`config.mk`:
```
export PLATFORM = sky130hd
export DESIGN_NAME = serial_sub_n
export DESIGN_NICKNAME = d
export VERILOG_FILES = /design/src/rtl/serial_sub_n.sv
export SDC_FILE = /design/constraint.sdc
export NUM_CORES = 1
export LEC_CHECK = 0
export CORE_MARGIN = 8
export CORE_UTILIZATION = 40
export CTS_CLUSTER_SIZE = 28
export DETAILED_ROUTE_END_ITERATION = 10
export MAX_ROUTING_LAYER = met4
export PLACE_DENSITY = 0.63
export SYNTH_ARGS = -nofsm -noshare
export SYNTH_HDL_FRONTEND = slang
export SYNTH_SLANG_ARGS = --single-unit
export TNS_END_PERCENT = 100
```
`constraint.sdc`:
```
create_clock -name clk -period 6 [get_ports clk]
set_input_delay 0.6 -clock clk [delete_from_list [all_inputs] [get_ports clk]]
set_output_delay 0.6 -clock clk [all_outputs]
set_load 0.005 [all_outputs]
```
`src/rtl/serial_sub_n.sv`:
```
// serial_sub_n: multi-cycle subtractor computing a - b - bin DIGIT bits per clock, LSB first
module serial_sub_n #(
    parameter int WIDTH = 16,
    parameter int DIGIT = 4
) (
    input  logic             clk,
    input  logic             rst_n,
    input  logic             start,
    input  logic [WIDTH-1:0] a,
    input  logic [WIDTH-1:0] b,
    input  logic             bin,
    output logic             busy,
    output logic             done,
    output logic [WIDTH-1:0] diff,
    output logic             bout,
    output logic             ovf
);
    localparam int N  = WIDTH / DIGIT;
    localparam int CW = (N > 1) ? $clog2(N) : 1;

    typedef enum logic [1:0] {IDLE, RUN, DONE} state_t;

    state_t           r_state;
    state_t           w_next;
    logic [WIDTH-1:0] r_a;
    logic [WIDTH-1:0] r_b;
    logic [WIDTH-1:0] r_diff;
    logic             r_brw;
    logic             r_bout;
    logic             r_ovf;
    logic [CW-1:0]    r_cnt;
    logic [WIDTH-1:0] w_a_sh;
    logic [WIDTH-1:0] w_b_sh;
    logic [DIGIT-1:0] w_a_dig;
    logic [DIGIT-1:0] w_b_dig;
    logic [DIGIT-1:0] w_d;
    logic             w_brw;
    logic             w_msb_brw;
    logic             w_last;
    logic             w_accept;

    // Current digit slice, its difference, and the borrow that entered its top bit (a^b^d recovers it)
    always_comb begin
        w_a_sh    = r_a >> (int'(r_cnt) * DIGIT);
        w_b_sh    = r_b >> (int'(r_cnt) * DIGIT);
        w_a_dig   = w_a_sh[DIGIT-1:0];
        w_b_dig   = w_b_sh[DIGIT-1:0];
        {w_brw, w_d} = {1'b0, w_a_dig} - {1'b0, w_b_dig} - {{DIGIT{1'b0}}, r_brw};
        w_msb_brw = w_a_dig[DIGIT-1] ^ w_b_dig[DIGIT-1] ^ w_d[DIGIT-1];
        w_last    = (r_cnt == CW'(N - 1));
        w_accept  = start && (r_state != RUN);
    end

    // Next state: RUN until the last digit, one DONE cycle, start accepted from IDLE or DONE
    always_comb begin
        w_next = r_state;
        w_next = (r_state == RUN) ? (w_last ? DONE : RUN) : (start ? RUN : IDLE);
    end

    // State register
    always_ff @(posedge clk or negedge rst_n) begin
        if (!rst_n) r_state <= IDLE;
        else        r_state <= w_next;
    end

    // Operand latch on accept, then one digit of the result per RUN cycle
    always_ff @(posedge clk or negedge rst_n) begin
        if (!rst_n) begin
            r_a    <= '0;
            r_b    <= '0;
            r_brw  <= 1'b0;
            r_cnt  <= '0;
            r_diff <= '0;
            r_bout <= 1'b0;
            r_ovf  <= 1'b0;
        end else if (w_accept) begin
            r_a   <= a;
            r_b   <= b;
            r_brw <= bin;
            r_cnt <= '0;
        end else if (r_state == RUN) begin
            r_diff[int'(r_cnt) * DIGIT +: DIGIT] <= w_d;
            r_brw <= w_brw;
            r_cnt <= w_last ? '0 : r_cnt + 1'b1;
            if (w_last) begin
                r_bout <= w_brw;
                r_ovf  <= w_brw ^ w_msb_brw;
            end
        end
    end

    assign busy = (r_state == RUN);
    assign done = (r_state == DONE);
    assign diff = r_diff;
    assign bout = r_bout;
    assign ovf  = r_ovf;
endmodule

```
After elaboration in Yosys (flattened, before gate mapping)
Index checks and enable logic that the tools add are counted.
{"block": "classes", "n_div": 0, "mul": 0, "n_reduce_logical": 4, "shift": 4, "n_addsub": 4, "n_eq_ne": 4, "bitwise_logic": 4, "mux": 9, "order_cmp": 0}
{"op": "negation 4 -> 33 bit", "count": 1}
{"op": "variable shift 4 x 33 -> 16 bit (first input constant)", "count": 1}
{"op": "variable part select 4 x 33 -> 16 bit", "count": 1}
{"op": "right shift 16 x 4 -> 4 bit", "count": 2}
{"op": "bitwise mux 16 bit", "count": 1}
{"op": "2-to-1 mux 2 bit", "count": 5}
{"op": "subtractor 4 x 4 -> 5 bit", "count": 1}
{"op": "subtractor 5 x 1 -> 5 bit", "count": 1}
{"op": "== test 2 bit (second input constant)", "count": 2}
{"op": "2-to-1 mux 1 bit", "count": 3}
{"op": "AND reduction 3 bit", "count": 1}
{"op": "bitwise XOR 1 bit", "count": 3}
{"op": "adder 2 x 1 -> 2 bit (second input constant)", "count": 1}
{"op": "== test 2 x 1 -> 1 bit (second input constant)", "count": 1}
{"op": "!= test 2 x 1 -> 1 bit (second input constant)", "count": 1}
{"op": "AND reduction 2 bit", "count": 1}
{"op": "nonzero test 2 bit", "count": 1}
{"op": "logical AND 1 bit", "count": 1}
{"op": "inverter 1 bit", "count": 1}
{"block": "totals", "ram_bits": 0, "mem_bits_ro": 0, "memories": 0, "out_inout_bits": 20, "latch_bits": 0, "ff_bits": 55}

Logic depth before layout (Yosys ltp)
{"block": "depth", "word_depth": 5, "depth_mapped": 10}

Least setup slack after synthesis
OpenSTA, ideal clock, no wires.
{"block": "synth_timing", "kind": "flip-flop to flip-flop", "startpoint": "register r_cnt[0]", "endpoint": "register r_ovf (netlist: ovf)", "path_stages_with_launch": 10, "n_path_buf": 1, "setup_slack_ps": 2757, "period_less_slack_ps": 3243, "arrival_time_ps": 3166, "path_cell_list": "dfrtp_1 > buf_1 > mux4_2 > fa_1 > fa_1 > nand2b_1 > a21oi_1 > xnor2_1 > xnor3_1 > o21ai_1"}
{"block": "synth_via", "elab_chain_len": 5, "word_cells_on_any_way": 9}
{"element": "from (decl)", "line": "31", "source": "logic [CW-1:0] r_cnt;"}
{"element": "from (signal assigned)", "line": "84", "source": "r_cnt <= w_last ? '0 : r_cnt + 1'b1;"}
{"element": "right shift 16 x 4 -> 4 bit, on equally long branches", "line": "44, 45"}
{"element": "subtractor 4 x 4 -> 5 bit", "line": "48", "source": "{w_brw, w_d} = {1'b0, w_a_dig} - {1'b0, w_b_dig} - {{DIGIT{1'b0}}, r_brw};"}
{"element": "subtractor 5 x 1 -> 5 bit", "line": "48"}
{"element": "bitwise XOR 1 bit", "line": "49", "source": "w_msb_brw = w_a_dig[DIGIT-1] ^ w_b_dig[DIGIT-1] ^ w_d[DIGIT-1];"}
{"element": "bitwise XOR 1 bit", "line": "87", "source": "r_ovf <= w_brw ^ w_msb_brw;"}
{"element": "to (signal assigned)", "line": "87"}
{"element": "to (decl)", "line": "30", "source": "logic r_ovf;"}
Parallel ways exist; a longest one is shown, timed or not.
A chain may end at the register's enable or synchronous reset.

Final worst setup path
Ends and elaborated chain as after synthesis.

==> flow_summary.json <==
{
  "status": "finished clean",
  "antenna_cells": 0,
  "yosys.area.top_type_share_pct": 54.4,
  "crit_fanout": 16,
  "synth.area.mux_share_pct": 21.4,
  "gp_congestion": 0.763,
  "synth-xor-area-share_pct": 2.57,
  "setup_viol": 0,
  "ys_async_sr_fraction_pct": 100,
  "fmax_ghz": 0.295,
  "clock_latency_ps": 300,
  "startpoint_type": "flip-flop",
  "whs_ps": 407,
  "postSynthAreaPerCell_sq_um": 14.0,
  "hold_buffers": 0,
  "synth-seq-area-share_pct": 54.4,
  "ys_warn_count": 0,
  "antenna_found_initial": 0,
  "root_buffer": "clkbuf_8",
  "hold_class": "input port to async pin",
  "n_fill_cell": 583,
  "worst-endpoint-required_ps": 6240,
  "grt_max_degree": 56,
  "vdd_ir_drop_max_uv": 331,
  "multi_input_area_sq_mm": 0.00109,
  "drtIter0Drc": 65,
  "seq_area_sq_mm": 0.00138,
  "dieHeight_um": 95.5,
  "synthDistinctLibCells": 27,
  "drcViolationCount": 0,
  "cts_max_level": 2,
  "area_growth_pct": 28.5,
  "synth_top_family_by_area": "multiplexers",
  "ys_top_cells_by_area": "dfrtp_1 54%, mux2_2 14%, mux4_2 7.1%",
  "crit_path_end_kind": "flip-flop",
  "cts_tree": "done",
  "synth_edf_count": 0,
  "power_density_mw_per_mm2": 627,
  "final-hold-violation-count": 0,
  "slowest_delay_ps": 880,
  "fin_skew_ps": 5.81,
  "synth_top_flop_cell": "dfrtp_1",
  "port_buffers": 55,
  "synth_area_sq_mm": 0.00253,
  "yosys.area.top_type": "dfrtp_1",
  "dr_total_vias": 1594,
  "die_w_um": 95.5,
  "via_per_inst": 5.01,
  "power_leakage_uw": 0.00141,
  "core_sq_mm": 0.00624,
  "drive_gt1_share_pct": 22.0,
  "hpwl_um": 3820,
  "slew_headroom_pct": 46.3,
  "rows": 29,
  "drt_wl_total_um": 5020,
  "critPathKind": "flip-flop to flip-flop",
  "die_area_sq_mm": 0.00913,
  "synth.net_count": 229,
  "arrival_ps": 3620,
  "synth_common_cells": "55 x dfrtp_1, 32 x mux2_2, 17 x nand2_1",
  "syn_inst": 181,
  "crit_path_frequent_cell": "fa_1",
  "wl_per_cell_um": 15.8,
  "gr-total-overflow": 0,
  "period_share_pct": 56.4,
  "ctsLongestPathBuffers": 2,
  "ys_seq_elements": 55,
  "final_nets": 288,
  "cts_sinks": 55,
  "power.total_uw": 2040,
  "postCtsSetupBuffers": 0,
  "synthSimpleGateAreaFrac_pct": 5.04,
  "fin_tns_setup_ps": 0,
  "numCtsBuffers": 5,
  "crit_chain": "mux4_2 -> fa_1 -> fa_1 -> nand2b_1 -> a21oi_1 -> xnor2_1 -> xnor3_1 -> o21ai_1",
  "cap_viol_max_count": 0,
  "synthAdderAreaFrac_pct": 6.53,
  "slowest_stage": "dfrtp_1",
  "yosysMostFrequentCell": "dfrtp_1",
  "num_io_pins": 56,
  "ant_nets": 0,
  "track_usage_pct": 12.2,
  "post_cts_resize_count": 0,
  "synth_compound_area_share_pct": 7.67,
  "grt_pass1_vias": 1751,
  "min_period_ps": 3390,
  "initial_utilization_pct": 40.5,
  "firstDrtPassIters": 4,
  "rsz0062_at_grt": "no",
  "grt_pass1_wl_um": 8380,
  "clk_pin_slew_ps": 90,
  "drv_slew": 0,
  "tightest_slew_ps": 805,
  "utilization_pct": 52.1
}
-- cells by family after synthesis --
logic type	after synthesis
compound gates	25
xor+xnor	5
simple gates	28
flops	55
buf+inv	16
fa+ha+maj	12
mux	40
-- stage by stage --
step	cell area (sq um)	setup WS (ps)	instances
6_report	3250	2610	318
5_1_grt	3250	2380	318
4_1_cts	3250	2550	318
3_5_place_dp	3170	2590	310
3_3_place_gp	3170	2680	310
2_1_floorplan	2530	2760	181
-- flip-flops by register name, indices dropped and copies added (netlist names) --
| signal | count |
|---|---|
| diff | 16 |
| r_cnt | 2 |
| r_b | 16 |
| r_a | 16 |
| ovf | 1 |
| bout | 1 |
| r_state | 2 |
| r_brw | 1 |
-- layer usage --
| layer | wire length, um | track usage (%) |
|---|---|---|
| met5 | 0 | - |
| met4 | 46 | 3.07 |
| met3 | 273 | 2.91 |
| met2 | 2400 | 19.1 |
| met1 | 2300 | 15.4 |
-- power by group --
group | internal, uW | switching [uW] | leakage (uW) | total (uW)
registers | 538 | 118 | 0.000681 | 655
clock network | 81.8 | 115 | 0.0000412 | 197
logic | 649 | 538 | 0.000691 | 1190
total | 1270 | 771 | 0.00141 | 2040
-- layout by cell type (no fill, tap or decap), drive strengths merged --
master          n
a21oi           3
a22o           12
buf             3
clkbuf          6
clkdlybuf4s50  54
clkinv          1
clkinvlp        1
dfrtp          55
fa              2
ha             10
inv            11
mux2           32
mux4            8
nand2          17
nand2b          3
nor2            3
nor2b           2
nor4b           1
o211a           1
o21ai           3
o31ai           6
or3             2
xnor2           3
xnor3           1
xor2            1
-- worst max-delay path: cells and delay by family, from the launching register on --
family,cells,cell delay (ps)
simple gates,1,170
flops,1,880
fa+ha+maj,2,900
xor+xnor,2,470
mux,1,600
compound gates,2,290
-- cell type report --
cell class | count | share of cell area, %
multi-input cells | 110 | 33.6
clock inverters | 2 | 0.385
inverters | 11 | 1.27
clock buffers | 6 | 2.23
well taps | 77 | 2.96
flip-flops and latches | 55 | 42.3
repair buffers | 57 | 17.2
-- worst paths after layout --
path	startpoint	endpoint	slack [ps]	depth (start not counted)
setup / recovery	r_cnt[0]	ovf	2610	8
hold / removal	rst_n	diff[11]	410	2
setup reg to reg	r_cnt[0]	ovf	2610	8
hold reg to reg	diff[14]	diff[14]	490	2
max in group asynchronous	rst_n	r_cnt[1]	5130	2
min in group clk	diff[14]	diff[14]	490	2
No activity file was read; power rests on OpenSTA's default activity.
